<file path="config.mk">
export PLATFORM = sky130hd
export DESIGN_NAME = pid_dispatcher
export DESIGN_NICKNAME = d
export VERILOG_FILES = /design/src/rtl/usb_pid_pkg.sv /design/src/rtl/pid_decoder.sv /design/src/rtl/pid_dispatcher.sv
export SDC_FILE = /design/constraint.sdc
export NUM_CORES = 1
export LEC_CHECK = 0
export CORE_ASPECT_RATIO = 0.6
export CORE_MARGIN = 1
export CORE_UTILIZATION = 50
export CTS_BUF_LIST = sky130_fd_sc_hd__clkbuf_8
export DETAILED_ROUTE_END_ITERATION = 10
export PLACE_DENSITY = 0.84
export SLEW_MARGIN = 20
export SYNTH_ARGS = -nofsm -noshare
export SYNTH_HDL_FRONTEND = slang
export SYNTH_HIERARCHICAL = 1
export SYNTH_SLANG_ARGS = --single-unit
export TNS_END_PERCENT = 5
</file>
<file path="constraint.sdc">
create_clock -name clk -period 5.1 [get_ports clk]
set_input_delay 0.765 -clock clk [delete_from_list [all_inputs] [get_ports clk]]
set_output_delay 0.765 -clock clk [all_outputs]
set_load 0.02 [all_outputs]
</file>
<file path="src/rtl/usb_pid_pkg.sv">
// Shared types for the receive-path PID dispatcher: packet classes, PID codes, FSM states.
package usb_pid_pkg;

   typedef enum logic [3:0] {
      PKT_INVALID = 4'd0,
      PKT_OUT     = 4'd1,
      PKT_IN      = 4'd2,
      PKT_SETUP   = 4'd3,
      PKT_SOF     = 4'd4,
      PKT_DATA0   = 4'd5,
      PKT_DATA1   = 4'd6,
      PKT_ACK     = 4'd7,
      PKT_NAK     = 4'd8,
      PKT_STALL   = 4'd9,
      PKT_OTHER   = 4'd10
   } pkt_type_t;

   localparam logic [3:0] PID_OUT   = 4'b0001;
   localparam logic [3:0] PID_IN    = 4'b1001;
   localparam logic [3:0] PID_SETUP = 4'b1101;
   localparam logic [3:0] PID_SOF   = 4'b0101;
   localparam logic [3:0] PID_DATA0 = 4'b0011;
   localparam logic [3:0] PID_DATA1 = 4'b1011;
   localparam logic [3:0] PID_ACK   = 4'b0010;
   localparam logic [3:0] PID_NAK   = 4'b1010;
   localparam logic [3:0] PID_STALL = 4'b1110;

   typedef enum logic {
      ST_IDLE    = 1'b0,
      ST_PRESENT = 1'b1
   } state_t;

endpackage

</file>
<file path="src/rtl/pid_decoder.sv">
// Combinational PID byte decoder: integrity check, classification, data-toggle bit.
module pid_decoder
   import usb_pid_pkg::*;
(
   input  logic [7:0] i_pid,
   output pkt_type_t  o_type,
   output logic       o_pid_ok,
   output logic       o_is_data,
   output logic       o_data_bit
);

   always_comb begin
      o_pid_ok   = (i_pid[7:4] == ~i_pid[3:0]);
      o_type     = PKT_INVALID;
      o_is_data  = 1'b0;
      o_data_bit = i_pid[3];
      if (o_pid_ok) begin
         case (i_pid[3:0])
            PID_OUT:   o_type = PKT_OUT;
            PID_IN:    o_type = PKT_IN;
            PID_SETUP: o_type = PKT_SETUP;
            PID_SOF:   o_type = PKT_SOF;
            PID_DATA0: begin o_type = PKT_DATA0; o_is_data = 1'b1; end
            PID_DATA1: begin o_type = PKT_DATA1; o_is_data = 1'b1; end
            PID_ACK:   o_type = PKT_ACK;
            PID_NAK:   o_type = PKT_NAK;
            PID_STALL: o_type = PKT_STALL;
            default:   o_type = PKT_OTHER;
         endcase
      end
   end

endmodule

</file>
<file path="src/rtl/pid_dispatcher.sv">
// Pops PIDs from the receive FIFO, classifies them, tracks the data toggle and
// presents one descriptor at a time on a valid/ready interface.
module pid_dispatcher
   import usb_pid_pkg::*;
#(
   parameter int ERR_CNT_W = 8
) (
   input  logic                 clk,
   input  logic                 n_rst,
   input  logic                 fifo_empty,
   input  logic [7:0]           fifo_r_data,
   output logic                 fifo_r_enable,
   input  logic                 pkt_ready,
   output logic                 pkt_valid,
   output logic [3:0]           pkt_type,
   output logic [7:0]           pkt_pid,
   output logic                 pid_err,
   output logic                 toggle_err,
   output logic                 exp_toggle,
   output logic [ERR_CNT_W-1:0] err_count
);

   state_t                r_state, w_state_nxt;
   pkt_type_t             r_type;
   logic [7:0]            r_pid;
   logic                  r_pid_err, r_tog_err, r_exp_tog;
   logic [ERR_CNT_W-1:0]  r_err_cnt;

   pkt_type_t             w_type;
   logic                  w_pid_ok, w_is_data, w_data_bit;
   logic                  w_load, w_tog_err, w_err;

   pid_decoder u_dec (
      .i_pid      (fifo_r_data),
      .o_type     (w_type),
      .o_pid_ok   (w_pid_ok),
      .o_is_data  (w_is_data),
      .o_data_bit (w_data_bit)
   );

   always_ff @(posedge clk or negedge n_rst) begin
      if (!n_rst) r_state <= ST_IDLE;
      else        r_state <= w_state_nxt;
   end

   always_comb begin
      w_state_nxt = r_state;
      case (r_state)
         ST_IDLE:    if (!fifo_empty) w_state_nxt = ST_PRESENT;
         ST_PRESENT: if (pkt_ready && fifo_empty) w_state_nxt = ST_IDLE;
         default:    w_state_nxt = ST_IDLE;
      endcase
   end

   always_comb begin
      pkt_valid = (r_state == ST_PRESENT);
      w_load    = !fifo_empty && ((r_state == ST_IDLE) || pkt_ready);
   end

   // Keep the pop strobe quiet while reset is held, even if the FIFO has data.
   assign fifo_r_enable = w_load & n_rst;

   assign w_tog_err = w_is_data && (w_data_bit != r_exp_tog);
   assign w_err     = !w_pid_ok || w_tog_err;

   always_ff @(posedge clk or negedge n_rst) begin
      if (!n_rst) begin
         r_type    <= PKT_INVALID;
         r_pid     <= 8'h00;
         r_pid_err <= 1'b0;
         r_tog_err <= 1'b0;
         r_exp_tog <= 1'b0;
         r_err_cnt <= '0;
      end else if (w_load) begin
         r_type    <= w_type;
         r_pid     <= fifo_r_data;
         r_pid_err <= !w_pid_ok;
         r_tog_err <= w_tog_err;
         if (w_type == PKT_SETUP)
            r_exp_tog <= 1'b0;
         else if (w_is_data && !w_tog_err)
            r_exp_tog <= ~r_exp_tog;
         if (w_err && (r_err_cnt != '1))
            r_err_cnt <= r_err_cnt + ERR_CNT_W'(1);
      end
   end

   assign pkt_type   = r_type;
   assign pkt_pid    = r_pid;
   assign pid_err    = r_pid_err;
   assign toggle_err = r_tog_err;
   assign exp_toggle = r_exp_tog;
   assign err_count  = r_err_cnt;

endmodule

</file>
==> results_dict.tcl <==
set metrics [dict create \
    fmaxAchievable_ghz 0.282 \
    dominantRegCellSynth "sky130_fd_sc_hd__dfrtp_1" \
    pwr_density_cell_mw_per_mm2 359 \
    layout-area-overhead-vs-synth_pct 34.0 \
    maxSlewViolCount 0 \
    yosysWarnings 6 \
    wl_cell_microns 14.3 \
    number_of_gates_resized_after_cts 0 \
    route.antenna.remaining_nets 0 \
    largest_net_degree_at_the_start_of_global_routing 26 \
    switching_power_as_a_share_of_total_power 0.352 \
    worst_ir_drop_vdd_uv 221 \
    share_comb_of_total_power 0.373 \
    power.internal_uw 387 \
    clock_path_buffers 2 \
    post_layout_nonfiller_instances 200 \
    total_leakage_power_uw 0.000776 \
    post_drt_via_cell_ratio 5.20 \
    crit_fanout 15 \
    diodes_inserted 0 \
    finalSetupViolations 0 \
    drt_iter0_markers 57 \
    timing.final.crit_share 0.694 \
    clock_tree.root_cell "sky130_fd_sc_hd__clkbuf_8" \
    period_needed_ns 3.54 \
    timing.final.hold_violations 0 \
    worst_hold_path_type "flip-flop to flip-flop" \
    cp_cell_sequence "clkdlybuf4s50_1 > nor2b_1 > nor2_1 > and2_1 > clkdlybuf4s50_1" \
    multi_input_comb_area_sq_um 604 \
    final_net_count 185 \
    tritoncts_num_sinks 24 \
    cts_setup_buffers 0 \
    total_power_uw 598 \
    outcome "complete, no violations" \
    cts_tree "done" \
    syn-cell-area_sq_mm 0.00124 \
    finalSetupTns_ns 0 \
    post_cts_hold_buffer_count 0 \
    dpl.hpwl_microns 2170 \
    detailed_route_via_count 1040 \
    routed_wl_microns 2850 \
    max_cap_violations 0 \
    clkLatencyLatePin_ns 0.26 \
    synth-seq-area-share 0.483 \
    ys_types 33 \
    synthesis.area_per_instance_sq_um 9.21 \
    power.clock.fraction 0.185 \
    grt_pass1_wl_microns 4310 \
    top_level_ports 37 \
    crit_path_start_kind "primary input" \
    synth_enable_flop_cells 0 \
    critical_path_sink_type "output port" \
    row_count 13 \
    grt_setup_unrepaired "false" \
    gr-total-overflow 0 \
    gp_routability_congestion 0.778 \
    timing.critical_path.arrival_ns 2.78 \
    dieArea_sq_mm 0.00270 \
    timing.critical_path.slowest_stage_cell "sky130_fd_sc_hd__nor2_1" \
    grt_antenna_before_repair 0 \
    dr.pass1.iters 4 \
    postSynthNetCount 148 \
    critPathRequiredTime_ns 4.34 \
    max_slew.worst_pin.slew_ns 0.823 \
    first_global_vias 922 \
    filler_cell_count 165 \
    synth.ff_latch_count 24 \
    worst_path_largest_cell_delay_ns 0.63 \
    final-seq-area_sq_um 601 \
    worstSetupPathType "primary input to output port" \
    slew_headroom 0.449 \
    grt_usage 0.228 \
    worst_setup_hold_path_clk_slew_ns 0.08 \
    ctsHtreeMaxLevel 1 \
    cts_buffers 3 \
    post-place-cells 197 \
    postSynth.asyncResetShare 1.00 \
    switching_power_uw 210 \
    timing.critical_path.max_delay_family "buffers and inverters" \
    initial_utilization 0.550 \
    placeableCoreArea_sq_mm 0.00226 \
    die_height_microns 40.6 \
    fraction_of_final_layout_cells_sized_beyond_drive_strength_1 0.0647 \
    timing.clock.skew_ns 0.00718 \
    power_frac_seq 0.442 \
    die_x_microns 66.4 \
    numPortBuffers 36 \
    drc 0 \
    critPathBufInv 2 \
    gate_count_post_synth 135 \
    cp_common_cell "sky130_fd_sc_hd__clkdlybuf4s50_1" \
]
## cells in the mapped netlist (all sizes together), types with 2 or more instances
cell / count / area [sq um]
mux2: 3 / 41.3
buf: 2 / 12.5
nor2: 4 / 15.0
a2111oi: 2 / 42.5
nand2b: 4 / 25.0
a21oi: 4 / 20.0
xor2: 5 / 43.8
nor3: 3 / 15.0
inv: 4 / 15.0
clkbuf: 3 / 11.3
and3: 5 / 31.3
xnor2: 4 / 35.0
nand3: 5 / 30.0
nor2b: 4 / 25.0
dfrtp: 24 / 601
o21ai: 3 / 18.8
nand2: 46 / 173
## worst paths after layout
check / start / endpoint / slack (ns) / cells past startpoint
max in group asynchronous: n_rst / err_count[2] / 4.01 / 2
min reg2reg: pkt_type[0] / pkt_type[0] / 0.48 / 2
min: pkt_type[0] / pkt_type[0] / 0.48 / 2
max: pkt_ready / fifo_r_enable / 1.56 / 5
max reg2reg: exp_toggle / err_count[1] / 3.29 / 4
min in group asynchronous: n_rst / pkt_pid[2] / 0.85 / 2
## tightest hold or removal path: stages, from the launching register on
cell                      delay (ns)
sky130_fd_sc_hd__dfrtp_1        0.34
sky130_fd_sc_hd__nand2_1        0.05
sky130_fd_sc_hd__nand2_1        0.06
## layer usage
| metal | up-vias | GRT usage | part of all wire |
|---|---|---|---|
| met1 | 492 | 0.297 | 0.45 |
| met3 | 2 | 0.0500 | 0.038 |
| met4 | 0 | 0.0585 | 0.0060 |
| met2 | 26 | 0.398 | 0.50 |
| met5 | - | 0 | 0 |
| li1 | 520 | - | - |
## cell usage in the layout, fill, tap and decap left out, drive strengths merged
cell,count
clkbuf,3
a2111oi,2
a21oi,4
inv,4
a2bb2oi,1
xnor2,4
and4,1
buf,1
and3,5
xor2,5
a21o,1
mux2,3
nand4,1
a221oi,1
nand2b,4
nand3,5
clkdlybuf4s50,36
nor3,3
and2,1
and2b,1
o21ai,3
nor2,4
nand2,46
nor2b,4
o31ai,1
ha,1
dfrtp,24
a22o,1
## metrics by stage
step / area, sq um / hold WS (ns) / setup WS (ns) / utilization
4_1_cts: 1670 / 0.491 / 1.54 / 0.737
5_1_grt: 1670 / 0.510 / 1.44 / 0.737
2_1_floorplan: 1240 / 0.469 / 2.43 / -
3_5_place_dp: 1630 / 0.467 / 1.54 / 0.719
3_3_place_gp: 1630 / 0.460 / 1.58 / 0.719
6_report: 1670 / 0.483 / 1.56 / 0.737
## power by group through the flow
stage / Sequential, uW / Combinational, uW / Clock (uW)
final: 264 / 223 / 110
after global placement: 263 / 217 / 0
after CTS: 263 / 225 / 113
after detailed placement: 267 / 224 / 0
after global routing: 269 / 239 / 120
after floorplan: 303 / 77.7 / 0
## sequential cells by signal (all words and copies together) (netlist names)
name,flops
err_count,8
pkt_pid,8
pkt_type,4
exp_toggle,1
pid_err,1
pkt_valid,1
toggle_err,1
## cells by family after synthesis
logic type               after synthesis  share of synthesized area
AO/OA/AOI/OAI                         14                     0.0986
XOR/XNOR                               9                     0.0634
adder cells (fa/ha/maj)                1                     0.0101
buffers and inverters                  9                     0.0312
flip-flops                            24                      0.483
multiplexers                           3                     0.0332
AND/OR/NAND/NOR                       75                      0.281
## layout make-up
class,instances,share of cell area
flip-flops and latches,24,0.360
well taps,30,0.0225
repair buffers,37,0.221
inverters,4,0.00901
clock buffers,3,0.0248
multi-input cells,102,0.363
(Power assumes the default switching activity.)
